$ cat src/rtl/axis_red_pitaya_prbs_corr.sv
// Receive-side PRBS correlator: delays the transmitted chip/flag stream and accumulates
// sign-weighted ADC samples per burst. Define PRBS_CORR_SAT_EN for saturating accumulators.
module axis_red_pitaya_prbs_corr #(
    parameter int ACC_WIDTH   = 32,
    parameter int DELAY_DEPTH = 64
) (
    input  logic                     aclk,
    input  logic                     srst,
    input  logic [31:0]              s_axis_tdata,
    input  logic                     s_axis_tvalid,
    output logic                     s_axis_tready,
    input  logic                     lfsr_sig_i,
    input  logic                     tx_flag_i,
    input  logic [31:0]              rx_cfg_i,
    output logic [2*ACC_WIDTH-1:0]   m_axis_tdata,
    output logic                     m_axis_tvalid,
    input  logic                     m_axis_tready,
    output logic [31:0]              cnt_o,
    output logic                     ovr_o
);

    localparam int DW  = $clog2(DELAY_DEPTH);
    localparam int EXT = ACC_WIDTH + 1 - 14;
    localparam logic [ACC_WIDTH-1:0] ACC_ZERO = {ACC_WIDTH{1'b0}};
    localparam logic [ACC_WIDTH-1:0] ACC_MAX  = {1'b0, {(ACC_WIDTH-1){1'b1}}};
    localparam logic [ACC_WIDTH-1:0] ACC_MIN  = {1'b1, {(ACC_WIDTH-1){1'b0}}};

    typedef enum logic [0:0] {ST_IDLE = 1'b0, ST_ACC = 1'b1} state_t;

    state_t                 state_r, state_nx_s;
    logic [1:0]             dly_r [DELAY_DEPTH];
    logic [1:0]             tap_s;
    logic [DW-1:0]          tap_idx_s;
    logic                   flag_d_s, chip_d_s, enable_s, clear_ovr_s;
    logic                   acc_en_s, burst_start_s, load_s;
    logic [ACC_WIDTH-1:0]   acc_a_r, acc_b_r, acc_a_base_s, acc_b_base_s;
    logic                   sat_a_r, sat_b_r, sat_a_base_s, sat_b_base_s;
    logic [ACC_WIDTH:0]     a_ext_s, b_ext_s, upd_a_s, upd_b_s;
    logic [31:0]            cnt_r, cnt_base_s, cnt_nx_s;
    logic                   cfg_unused_s;

    // One accumulator step; returns {sticky_saturated, new_value}.
    function automatic logic [ACC_WIDTH:0] acc_update(input logic [ACC_WIDTH-1:0] acc,
                                                      input logic sat,
                                                      input logic [ACC_WIDTH:0] x,
                                                      input logic add);
        logic [ACC_WIDTH:0] sum;
        sum = add ? ({acc[ACC_WIDTH-1], acc} + x) : ({acc[ACC_WIDTH-1], acc} - x);
`ifdef PRBS_CORR_SAT_EN
        if (sat) begin
            return {1'b1, acc};
        end else if (sum[ACC_WIDTH] != sum[ACC_WIDTH-1]) begin
            return {1'b1, (sum[ACC_WIDTH] ? ACC_MIN : ACC_MAX)};
        end else begin
            return {1'b0, sum[ACC_WIDTH-1:0]};
        end
`else
        return {sat, sum[ACC_WIDTH-1:0]};
`endif
    endfunction

    assign s_axis_tready = 1'b1;
    assign enable_s      = rx_cfg_i[8];
    assign clear_ovr_s   = rx_cfg_i[9];
    assign cfg_unused_s  = ^{rx_cfg_i[31:10], s_axis_tdata[31:30], s_axis_tdata[15:14]};
    assign a_ext_s       = {{EXT{s_axis_tdata[13]}}, s_axis_tdata[13:0]};
    assign b_ext_s       = {{EXT{s_axis_tdata[29]}}, s_axis_tdata[29:16]};
    assign tap_idx_s     = DW'(rx_cfg_i[7:0] - 8'd1);

    // Chip/flag history shift register; entry k holds the inputs from k+1 cycles ago.
    always_ff @(posedge aclk) begin
        if (srst) begin
            for (int k = 0; k < DELAY_DEPTH; k++) begin
                dly_r[k] <= 2'b00;
            end
        end else begin
            dly_r[0] <= {tx_flag_i, lfsr_sig_i};
            for (int k = 1; k < DELAY_DEPTH; k++) begin
                dly_r[k] <= dly_r[k-1];
            end
        end
    end

    // Delay tap: D=0 bypasses the history, out-of-range delays read as idle.
    always_comb begin
        tap_s = 2'b00;
        if (rx_cfg_i[7:0] == 8'd0) begin
            tap_s = {tx_flag_i, lfsr_sig_i};
        end else if (int'(rx_cfg_i[7:0]) < DELAY_DEPTH) begin
            tap_s = dly_r[tap_idx_s];
        end else begin
            tap_s = 2'b00;
        end
    end

    assign flag_d_s = tap_s[1];
    assign chip_d_s = tap_s[0];

    // Burst FSM next-state and control strobes; an abort beats a falling flag.
    always_comb begin
        state_nx_s    = state_r;
        acc_en_s      = 1'b0;
        burst_start_s = 1'b0;
        load_s        = 1'b0;
        case (state_r)
            ST_IDLE: begin
                if (flag_d_s && enable_s) begin
                    state_nx_s    = ST_ACC;
                    acc_en_s      = 1'b1;
                    burst_start_s = 1'b1;
                end else begin
                    state_nx_s = ST_IDLE;
                end
            end
            ST_ACC: begin
                if (!enable_s) begin
                    state_nx_s = ST_IDLE;
                end else if (flag_d_s) begin
                    acc_en_s = 1'b1;
                end else begin
                    load_s     = 1'b1;
                    state_nx_s = ST_IDLE;
                end
            end
            default: begin
                state_nx_s = ST_IDLE;
            end
        endcase
    end

    // FSM state register.
    always_ff @(posedge aclk) begin
        if (srst) begin
            state_r <= ST_IDLE;
        end else begin
            state_r <= state_nx_s;
        end
    end

    assign acc_a_base_s = burst_start_s ? ACC_ZERO : acc_a_r;
    assign acc_b_base_s = burst_start_s ? ACC_ZERO : acc_b_r;
    assign sat_a_base_s = burst_start_s ? 1'b0 : sat_a_r;
    assign sat_b_base_s = burst_start_s ? 1'b0 : sat_b_r;
    assign cnt_base_s   = burst_start_s ? 32'd0 : cnt_r;
    assign upd_a_s      = acc_update(acc_a_base_s, sat_a_base_s, a_ext_s, chip_d_s);
    assign upd_b_s      = acc_update(acc_b_base_s, sat_b_base_s, b_ext_s, chip_d_s);
    assign cnt_nx_s     = (cnt_base_s == 32'hFFFF_FFFF) ? cnt_base_s : cnt_base_s + 32'd1;

    // Per-burst accumulators and sample count; a burst start restarts them from zero.
    always_ff @(posedge aclk) begin
        if (srst) begin
            acc_a_r <= ACC_ZERO;
            acc_b_r <= ACC_ZERO;
            sat_a_r <= 1'b0;
            sat_b_r <= 1'b0;
            cnt_r   <= 32'd0;
        end else if (acc_en_s && s_axis_tvalid) begin
            acc_a_r <= upd_a_s[ACC_WIDTH-1:0];
            acc_b_r <= upd_b_s[ACC_WIDTH-1:0];
            sat_a_r <= upd_a_s[ACC_WIDTH];
            sat_b_r <= upd_b_s[ACC_WIDTH];
            cnt_r   <= cnt_nx_s;
        end else if (burst_start_s) begin
            acc_a_r <= ACC_ZERO;
            acc_b_r <= ACC_ZERO;
            sat_a_r <= 1'b0;
            sat_b_r <= 1'b0;
            cnt_r   <= 32'd0;
        end
    end

    // Result register, valid handshake and sticky overrun flag.
    always_ff @(posedge aclk) begin
        if (srst) begin
            m_axis_tdata  <= {(2*ACC_WIDTH){1'b0}};
            cnt_o         <= 32'd0;
            m_axis_tvalid <= 1'b0;
            ovr_o         <= 1'b0;
        end else begin
            if (load_s) begin
                m_axis_tdata <= {acc_b_r, acc_a_r};
                cnt_o        <= cnt_r;
            end
            if (load_s) begin
                m_axis_tvalid <= 1'b1;
            end else if (m_axis_tready) begin
                m_axis_tvalid <= 1'b0;
            end
            if (load_s && m_axis_tvalid && !m_axis_tready) begin
                ovr_o <= 1'b1;
            end else if (clear_ovr_s) begin
                ovr_o <= 1'b0;
            end
        end
    end

endmodule
$ cat config.mk
export PLATFORM = sky130hd
export DESIGN_NAME = axis_red_pitaya_prbs_corr
export DESIGN_NICKNAME = d
export VERILOG_FILES = /design/src/rtl/axis_red_pitaya_prbs_corr.sv
export SDC_FILE = /design/constraint.sdc
export NUM_CORES = 1
export LEC_CHECK = 0
export ABC_CLOCK_PERIOD_IN_PS = 6710
export BUFFER_PORTS_ARGS = -buffer_cell sky130_fd_sc_hd__buf_2
export CAP_MARGIN = 20
export CORE_ASPECT_RATIO = 0.75
export CORE_MARGIN = 2
export CORE_UTILIZATION = 50
export CTS_BUF_LIST = sky130_fd_sc_hd__clkbuf_4 sky130_fd_sc_hd__clkbuf_8
export CTS_CLUSTER_DIAMETER = 80
export DETAILED_ROUTE_END_ITERATION = 8
export GPL_ROUTABILITY_DRIVEN = 0
export PLACE_DENSITY = 0.77
export SYNTH_ARGS = -nofsm -noshare
export SYNTH_HDL_FRONTEND = slang
export SYNTH_SLANG_ARGS = --single-unit
$ cat constraint.sdc
create_clock -name aclk -period 6.71 [get_ports aclk]
set_input_delay 0.3355 -clock aclk [delete_from_list [all_inputs] [get_ports aclk]]
set_output_delay 0.3355 -clock aclk [all_outputs]
set_load 0.02 [all_outputs]
==> Word-level counts from Yosys, hierarchy flattened <==
Memories as Yosys holds them, arrays and structs flattened.
Cells that the tools add are included.
{ "totals": {"regBits": 195, "mem_bits_rw": 128, "input_bits": 70, "elab_cells": 180, "mem_count": 1} }
{ "op_classes": {"add_sub_neg": 6, "order_cmp": 1, "n_eq_ne": 1, "mux": 90, "bitwise": 65, "n_reduce_logical": 8} }
{ "mem_list": {"columns": ["memory", "depth", "word_bits", "rd", "rd_clocked_by_memory_dff", "wr", "line_no", "text"], "rows": [
  ["dly_r", 64, 2, 64, 0, 64, "31", "logic [1:0] dly_r [DELAY_DEPTH];"]
]} }
{ "ops": {"columns": ["op", "count"], "rows": [
  ["32-bit two-way mux", 9],
  ["2-bit two-way mux", 66],
  ["32-bit by 14-bit adder with 32-bit output", 2],
  ["1-bit OR", 64],
  ["32-bit by 14-bit subtractor with 32-bit output", 2],
  ["32-bit by 1-bit adder with 32-bit output, second input constant", 1],
  ["32-bit equality test, second input constant", 1],
  ["1-bit two-way mux", 14],
  ["8-bit zero test", 1],
  ["8-bit by 7-bit < comparator with 1-bit output, second input constant", 1],
  ["6-bit by 1-bit subtractor with 6-bit output, second input constant", 1],
  ["1-bit logical AND", 4],
  ["2-bit nonzero test", 2],
  ["1-bit one-hot mux with 2 select lines", 1],
  ["1-bit zero test", 1],
  ["1-bit inverter", 1]
]} }

==> Logic depth before layout (Yosys ltp) <==
Gate-level depths: netlist of run 1.
An unclocked memory read counts as a cell.
{ "logic_depth": {"ltp_word": 11, "mapped_depth": 29, "depth_no_buf": 21} }

==> Worst setup path before layout of run 1 <==
No wires, ideal clock.
{ "synth_path": {"kind": "input to register", "from": "input port rx_cfg_i[0]", "to": "register acc_b_r[28]", "setup_ns": 0.132, "t_arrival_ns": 6.807, "t_required_ns": 6.578, "setup_slack_ns": -0.229, "stages": 26, "cell_sequence": "buf_6 -> buf_2 -> buf_2 -> inv_1 -> ha_1 -> buf_2 -> buf_2 -> buf_1 -> mux4_2 -> mux2_2 -> o21ai_0 -> o211a_1 -> buf_2 -> clkbuf_1 -> clkbuf_1 -> o21ai_0 -> fa_1 -> a211oi_1 -> o21ai_0 -> a311oi_1 -> o21ai_0 -> a41oi_1 -> o21ai_0 -> a31o_2 -> a2111oi_0 -> o22ai_1"} }
{ "synth_between": {"elab_chain_cells": 11, "word_cells_on_any_way": 18, "cone_classes": "add/sub: 3; order compare: 1; mux: 10; reduce/logical: 3; memory: 1"} }
{ "synth_rtl": {"columns": ["element", "line_no", "text"], "rows": [
  ["start: declaration", "14", "input logic [31:0] rx_cfg_i,"],
  ["6-bit by 1-bit subtractor with 6-bit output", "68", "assign tap_idx_s = DW'(rx_cfg_i[7:0] - 8'd1);"],
  ["memory 64 x 2 bit", null, null],
  ["2-bit two-way mux", "89", "end else if (int'(rx_cfg_i[7:0]) < DELAY_DEPTH) begin"],
  ["2-bit two-way mux *", "87", "if (rx_cfg_i[7:0] == 8'd0) begin"],
  ["1-bit logical AND", "107", "if (flag_d_s && enable_s) begin"],
  ["1-bit two-way mux", "107", null],
  ["1-bit two-way mux", "105", "case (state_r)"],
  ["32-bit two-way mux", null, null],
  ["32-bit by 14-bit subtractor with 32-bit output / 32-bit by 14-bit adder with 32-bit output (equally long branches)", "48", "sum = add ? ({acc[ACC_WIDTH-1], acc} + x) : ({acc[ACC_WIDTH-1], acc} - x);"],
  ["32-bit two-way mux", "48", null],
  ["32-bit two-way mux *", "157", "end else if (acc_en_s && s_axis_tvalid) begin"],
  ["end signal: assignment", "159", "acc_b_r <= upd_b_s[ACC_WIDTH-1:0];"],
  ["end: declaration", "36", "logic [ACC_WIDTH-1:0] acc_a_r, acc_b_r, acc_a_base_s, acc_b_base_s;"]
]} }
Mark *: on every way between the ends. The rest lies on a longest branch, timed or not.
A chain may end at the register's enable or synchronous reset.

==> Final worst setup path of run 1 <==
{ "layout_path": {"from": "input port rx_cfg_i[1]", "to": "register acc_b_r[28]"} }
The elaborated chain is that of the path after synthesis.

==> run_results.csv, run 1 <==
group,metric,value,unit
worst_setup_path,cp.required,7.14,ns
sta,hold_viol_final,0,
global_route,grt.overflow.total,0,
worst_hold_path,hold_class,"in2reg",
yosys,synth_top_area_share,40.3,%
yosys,synth_most_common_cell,"dfxtp_1",
sta,finalCritPeriodShare,90.1,%
cts,post_cts.repair.setup_buffers,0,
yosys,synth_top_family_by_area,"simple AND/OR/NAND/NOR gates",
detailed_routing,vias,13300,
final_layout,fin_util,57.3,%
detailed_routing,via_per_inst,5.56,
yosys,synth_fa_ha_area_share,5.95,%
power,p_per_area,215,nW/um^2
final_layout,syn2layout_area_growth,12.1,%
cts,clock_path_buffers,3,
sta,fin_setup_tns,0,ns
final_layout,drive_gt1_share,15.0,%
detailed_routing,drc_errors,0,
worst_setup_path,startpoint_type,"input pin",
die,dieArea,33500,um^2
yosys,ys_seq_area_share,40.3,%
global_route,grt_max_degree,193,
yosys,ys.flop_type,"dfxtp_1",
yosys,syn_avg_cell_area,8.70,um^2
cts,cts_resized,0,
yosys,synth_compound_area_share,14.3,%
cts,htree_levels,2,
worst_setup_path,criticalPathCategory,"in2reg",
final_layout,layout.nets,2097,
cts,cts_tree,"built",
yosys,synth_simple_gate_area_share,23.0,%
worst_setup_path,cp_data_arrival_time,6.47,ns
sta,hold_ws,0.0594,ns
sta,drv_slew,0,
detailed_routing,drt_wl_total,37200,um
placed_design,place_ws,0.138,ns
global_route,grt_pass1_vias,12400,
die,row_count,56,
sta,setup_slack,0.662,ns
global_route,antenna_found_initial,4,
yosys,ys_top_cells_by_count,"dfxtp_1, nand2_1, a21oi_1",
yosys,yosys_warnings,0,
sta,relSlewSlack,29.4,%
outcome,outcome,"complete, no violations",
worst_setup_path,path_max_fanout,17,
yosys,synth_area_leaders,"dfxtp_1, nand2_1, ha_1",
yosys,syn_inst,1842,
detailed_routing,ant_nets,0,
cts,path_clk_slew,0.07,ns
sta,skew,0.0235,ns
yosys,synth_top_area_cell,"dfxtp_1",
die,io_pins,169,
sta,timing.final.crit_period,6.05,ns
die,die_w,211,um
run,max_cap_viol_count,0,
yosys,synth-edff-count,0,
cts,cts_made_buffers,49,
sta,fmax,165,MHz
yosys,netlist_area,16000,um^2
sta,worstMarginPinSlew,1.06,ns
die,initial_utilization,51.1,%
detailed_routing,dr.pass1.iters,5,
power,leakage,7.34,nW
detailed_routing,drt-wirelength-per-cell,15.6,um
yosys,ys_types,74,
yosys,async_flop_share,0,%
global_route,grt_use_total,22.0,%
worst_setup_path,critPathCaptureType,"flop",
placed_design,portBuffers,141,
cts,clock-sinks,323,
detailed_routing,drtIter0Drc,933,
die,core,31400,um^2
yosys,synth-xor-area-share,5.41,%
die,die_h,159,um
yosys,synth_nets,1987,
sta,setup_viol,0,
cts,clkLatencyLatePin,0.59,ns
placed_design,dp_hpwl,25700,um
cts,cts_root_buf,"clkbuf_8",
global_route,grt_pass1_wl,61300,um
yosys,synth.area.mux_share,7.37,%
power,peakVddDrop,127,uV
sta,rsz0062_at_grt,"false",
yosys,synth-seq-cells,323,
critical path, cell delays in order:
cell,delay [ns]
buf_2,0.14
inv_1,0.08
ha_1,0.50
buf_4,0.28
mux4_2,0.23
and3_1,0.17
a211oi_2,0.05
a2111oi_2,0.42
o2bb2ai_2,0.29
o211ai_4,0.14
buf_4,0.21
and2_1,0.22
fa_1,0.47
a211oi_1,0.29
o21ai_0,0.20
a311oi_1,0.57
o21ai_0,0.30
a41oi_1,0.39
o21ai_0,0.23
a31o_2,0.34
a2111oi_0,0.47
o22ai_1,0.15
state kept, by name, summed over array words and instances (netlist names):
| name | flops |
|---|---|
| m_axis_tvalid | 1 |
| dly_r | 128 |
| cnt_o | 32 |
| cnt_r | 32 |
| state_r | 1 |
| ovr_o | 1 |
| m_axis_tdata | 64 |
| acc_b_r | 32 |
| acc_a_r | 32 |
stage by stage:
step	total power, mW	area (um^2)	cells
final	3.87	18000	2390
after global routing	4.03	18000	2390
after global placement	2.30	17000	2304
after floorplan	2.22	16000	1842
after detailed placement	2.30	17000	2304
after CTS	3.91	18000	2387
worst paths after layout:
path | slack [ns] | startpoint | endpoint | cells past startpoint
min | 0.06 | m_axis_tready | m_axis_tvalid$_SDFFE_PP0P_ | 3
min reg2reg | 0.44 | acc_b_r[3]$_SDFF_PP0_ | m_axis_tdata[35]$_SDFFE_PP0P_ | 2
max | 0.66 | rx_cfg_i[1] | acc_b_r[28]$_SDFF_PP0_ | 22
max reg2reg | 1.00 | dly_r[4][1]$_SDFF_PP0_ | acc_b_r[28]$_SDFF_PP0_ | 18
repair_timing:
action | 4_1_cts | 5_1_grt
hold buffers | 3 | 0
endpoints found under the setup margin | 0 | 0
endpoints found under the hold margin | 3 | 0
logic make-up (layout without fill, tap and decap cells):
kind of cell,count (synthesis),in the layout
AO/OA/AOI/OAI,375,375
XOR/XNOR,99,99
adder cells (fa/ha/maj),75,75
buffers and inverters,143,282
flip-flops,323,323
multiplexers,78,78
other,1,4
AND/OR/NAND/NOR,748,748
layer usage:
| metal | wire length [um] | track usage [%] |
|---|---|---|
| met2 | 16300 | 33.6 |
| met4 | 1040 | 7.33 |
| met3 | 2170 | 4.16 |
| met5 | 13 | 0 |
| met1 | 17700 | 31.2 |
report_power, final:
part | total [mW] | switching (mW) | internal, mW
sequential | 1.93 | 0.00378 | 1.93
clock | 1.60 | 0.739 | 0.860
combinational | 0.341 | 0.213 | 0.127
total | 3.87 | 0.956 | 2.91
final cells by class:
type	count	area, um^2
Timing Repair Buffer	161	885
Clock inverter	7	42.5
Clock buffer	73	911
Tap cell	406	508
Inverter	41	154
Antenna cell	3	7.51
Sequential cell	323	6470
Fill cell	2775	13400
Multi-Input combinational cell	1376	9000
cells in the final DEF, fill, tap and decap left out, types with 4 or more instances in the layout:
| cell | instances |
|---|---|
| xnor2_1 | 68 |
| a31oi_1 | 9 |
| nand2b_1 | 12 |
| buf_4 | 16 |
| nor2_1 | 150 |
| a21o_1 | 17 |
| nand4_1 | 17 |
| or3_1 | 5 |
| o21a_1 | 11 |
| a211oi_1 | 27 |
| a31o_2 | 5 |
| o22ai_1 | 7 |
| buf_2 | 140 |
| mux2i_1 | 45 |
| ha_1 | 73 |
| dfxtp_1 | 323 |
| xor2_1 | 31 |
| nor3b_1 | 5 |
| or4_1 | 9 |
| and4_1 | 5 |
| mux4_2 | 32 |
| o31ai_1 | 8 |
| nand3_1 | 21 |
| o21ai_0 | 68 |
| clkinv_2 | 4 |
| a21oi_1 | 174 |
| o21bai_1 | 8 |
| nand2_1 | 257 |
| nor4_1 | 4 |
| and3_1 | 17 |
| nor2b_1 | 137 |
| or2_2 | 10 |
| clkbuf_4 | 15 |
| nor3_1 | 24 |
| a211o_1 | 5 |
| inv_1 | 41 |
| clkbuf_8 | 59 |
| and2_1 | 62 |
Power figures use the tool's default switching activity.
==> inputs of run 2 (changes only) <==
--- a/config.mk
+++ b/config.mk
@@ -5,7 +5,7 @@
 export SDC_FILE = /design/constraint.sdc
 export NUM_CORES = 1
 export LEC_CHECK = 0
-export ABC_CLOCK_PERIOD_IN_PS = 6710
+export ABC_CLOCK_PERIOD_IN_PS = 5500
 export BUFFER_PORTS_ARGS = -buffer_cell sky130_fd_sc_hd__buf_2
 export CAP_MARGIN = 20
 export CORE_ASPECT_RATIO = 0.75
@@ -15,6 +15,7 @@
 export CTS_CLUSTER_DIAMETER = 80
 export DETAILED_ROUTE_END_ITERATION = 8
 export GPL_ROUTABILITY_DRIVEN = 0
+export GPL_TIMING_DRIVEN = 0
 export PLACE_DENSITY = 0.77
 export SYNTH_ARGS = -nofsm -noshare
 export SYNTH_HDL_FRONTEND = slang
==> constraint.sdc (replaced) <==
create_clock -name aclk -period 5.5 [get_ports aclk]
set_input_delay 0.275 -clock aclk [delete_from_list [all_inputs] [get_ports aclk]]
set_output_delay 0.275 -clock aclk [all_outputs]
set_load 0.02 [all_outputs]
==> run_results.csv, run 2 (same netlist as run 1, synthesis figures left out) <==
group,metric,value,unit
final_layout,stdcell_count,2491,
sta,finalCritPeriodShare,97.1,%
final_layout,final_common_cell,"dfxtp_1",
worst_setup_path,critPathCaptureType,"flop",
sta,timing.final.crit_period,5.34,ns
die,die_h,159,um
worst_setup_path,rrSetupSlack,0.39,ns
worst_setup_path,rr_endpoint,"acc_b_r[27]$_SDFF_PP0_",
cts,cts_tree,"built",
worst_setup_path,critPathCapture,"acc_b_r[28]$_SDFF_PP0_",
cts,cts_root_buf,"clkbuf_8",
final_layout,top_regs,"dly_r: 128 flops, m_axis_tdata: 64 flops",
worst_setup_path,crit_family,"compound AO/OA/AOI/OAI gates",
die,io_pins,169,
detailed_routing,drtIter0Drc,1278,
detailed_routing,vias,14300,
sta,worstMarginPinSlew,0.897,ns
worst_setup_path,cpPeakStageDelay,0.47,ns
cts,path_clk_slew,0.06,ns
final_layout,drive_gt1_share,17.5,%
worst_setup_path,rr_startpoint,"dly_r[48][1]$_SDFF_PP0_",
power,leakage,7.72,nW
sta,fmax,187,MHz
detailed_routing,drt_wl_total,44900,um
run,max_cap_viol_count,0,
sta,skew,0.0534,ns
sta,hold_viol_final,0,
worst_setup_path,r2r_cells,19,
placed_design,place_inst,2385,
global_route,grt_use_total,26.0,%
die,core,31400,um^2
die,die_w,211,um
detailed_routing,ant_nets,0,
final_layout,top_register,"dly_r",
cts,clkLatencyLatePin,0.61,ns
worst_setup_path,criticalPathCategory,"in2reg",
final_layout,fillers,2660,
cts,clock_path_buffers,3,
global_route,met3_usage,5.29,%
global_route,grt_pass1_wl,70300,um
power,p_per_area,262,nW/um^2
placed_design,dp_hpwl,32500,um
worst_setup_path,cp_data_arrival_time,5.81,ns
detailed_routing,via_per_inst,5.75,
final_layout,layout.nets,2198,
worst_setup_path,crit_start,"rx_cfg_i[0]",
worst_setup_path,cp_slowest_cell,"or4_1",
worst_setup_path,path_max_fanout,10,
placed_design,place_ws,-1.63,ns
outcome,outcome,"complete, no violations",
worst_hold_path,hold_class,"in2reg",
placed_design,portBuffers,137,
cts,htree_levels,2,
global_route,antenna_found_initial,2,
sta,setup_slack,0.159,ns
global_route,grt_pass1_vias,13600,
detailed_routing,drc_errors,0,
detailed_routing,dr.pass1.iters,6,
global_route,grt.met1_usage,37.0,%
die,dieArea,33500,um^2
power,peakVddDrop,154,uV
final_layout,largest_reg_flops,128,
final_layout,syn2layout_area_growth,17.9,%
sta,drv_slew,0,
cts,clock-sinks,323,
cts,cts_made_buffers,50,
worst_setup_path,cp.required,5.97,ns
detailed_routing,drt-wirelength-per-cell,18.0,um
worst_setup_path,crit_buf_inv,6,
die,initial_utilization,51.1,%
global_route,met2_usage,39.3,%
global_route,grt.overflow.total,0,
global_route,grt_max_degree,13,
die,row_count,56,
worst_setup_path,startpoint_type,"input pin",
global_route,top_usage_layer,"met2",
sta,setup_viol,0,
sta,relSlewSlack,39.7,%
final_layout,layout_common_cells,"dfxtp_1, nand2_1, a21oi_1",
worst_setup_path,cp.depth,25,
run 2: cell count changes in the layout (fill, tap and decap cells not counted), moves of 6 or more:
cell | previous run | this run
o21ai_0 | 68 | 54
o21ai_1 | 0 | 7
o21ai_2 | 0 | 7
buf_12 | 1 | 7
a211oi_1 | 27 | 20
buf_2 | 140 | 146
clkbuf_1 | 0 | 68
a211oi_2 | 1 | 7
run 2: final cells by class:
class	count	area [um^2]	share of cell area (%)
multi-input cells	1376	9280	49.1
flip-flops and latches	323	6470	34.2
clock buffers	73	930	4.92
repair buffers	159	873	4.62
plain buffers	102	583	3.09
well taps	406	508	2.69
inverters	41	154	0.814
clock inverters	9	100	0.530
diodes	2	5.00	0.0265
run 2: timing repair:
action | 4_1_cts | 5_1_grt
resized for setup | 37 | 55
hold buffers | 4 | 0
setup endpoints to repair | 48 | 29
cloned | 0 | 0
pin swaps | 6 | 21
buffers inserted | 5 | 13
endpoints found under the hold margin | 4 | 0
run 2: stage by stage:
stage	total power [mW]	area [um^2]	hold slack (ns)	setup TNS, ns	util [%]
CTS	4.94	18600	0.0161	0	59.2
global placement	2.83	17300	0.435	-55.21	55.1
finish	4.95	18900	0.0560	0	60.2
detailed placement	2.85	17300	0.443	-64.24	55.1
floorplan	2.72	16100	0.403	0	-
global route	5.13	18900	0.0355	-0.0121	60.2
run 2: how the worst min path moves through the flow:
stage          slack (ns)  cells after the start                   start                            end
6_report             0.06                      2             rx_cfg_i[8]             state_r$_SDFF_PP0_
5_1_grt              0.04                      2             rx_cfg_i[8]             state_r$_SDFF_PP0_
4_1_cts              0.02                      2             rx_cfg_i[8]             state_r$_SDFF_PP0_
3_5_place_dp         0.44                      2  acc_b_r[24]$_SDFF_PP0_  m_axis_tdata[56]$_SDFFE_PP0P_
3_3_place_gp         0.43                      2   acc_a_r[3]$_SDFF_PP0_   m_axis_tdata[3]$_SDFFE_PP0P_
2_1_floorplan        0.40                      1              lfsr_sig_i         dly_r[0][0]$_SDFF_PP0_
run 2: power breakdown:
part | internal [mW] | total (mW) | switching (mW)
Sequential | 2.35 | 2.35 | 0.00506
Combinational | 0.193 | 0.502 | 0.309
Clock | 1.17 | 2.09 | 0.922
Total | 3.71 | 4.95 | 1.24
run 2: per-layer routing:
layer	vias to the layer above	share of wire (%)	routed length, um
met1	6811	45	20300
met4	0	2.9	1290
met5	-	0	0
li1	6762	-	-
met3	104	8.9	3990
met2	646	43	19400
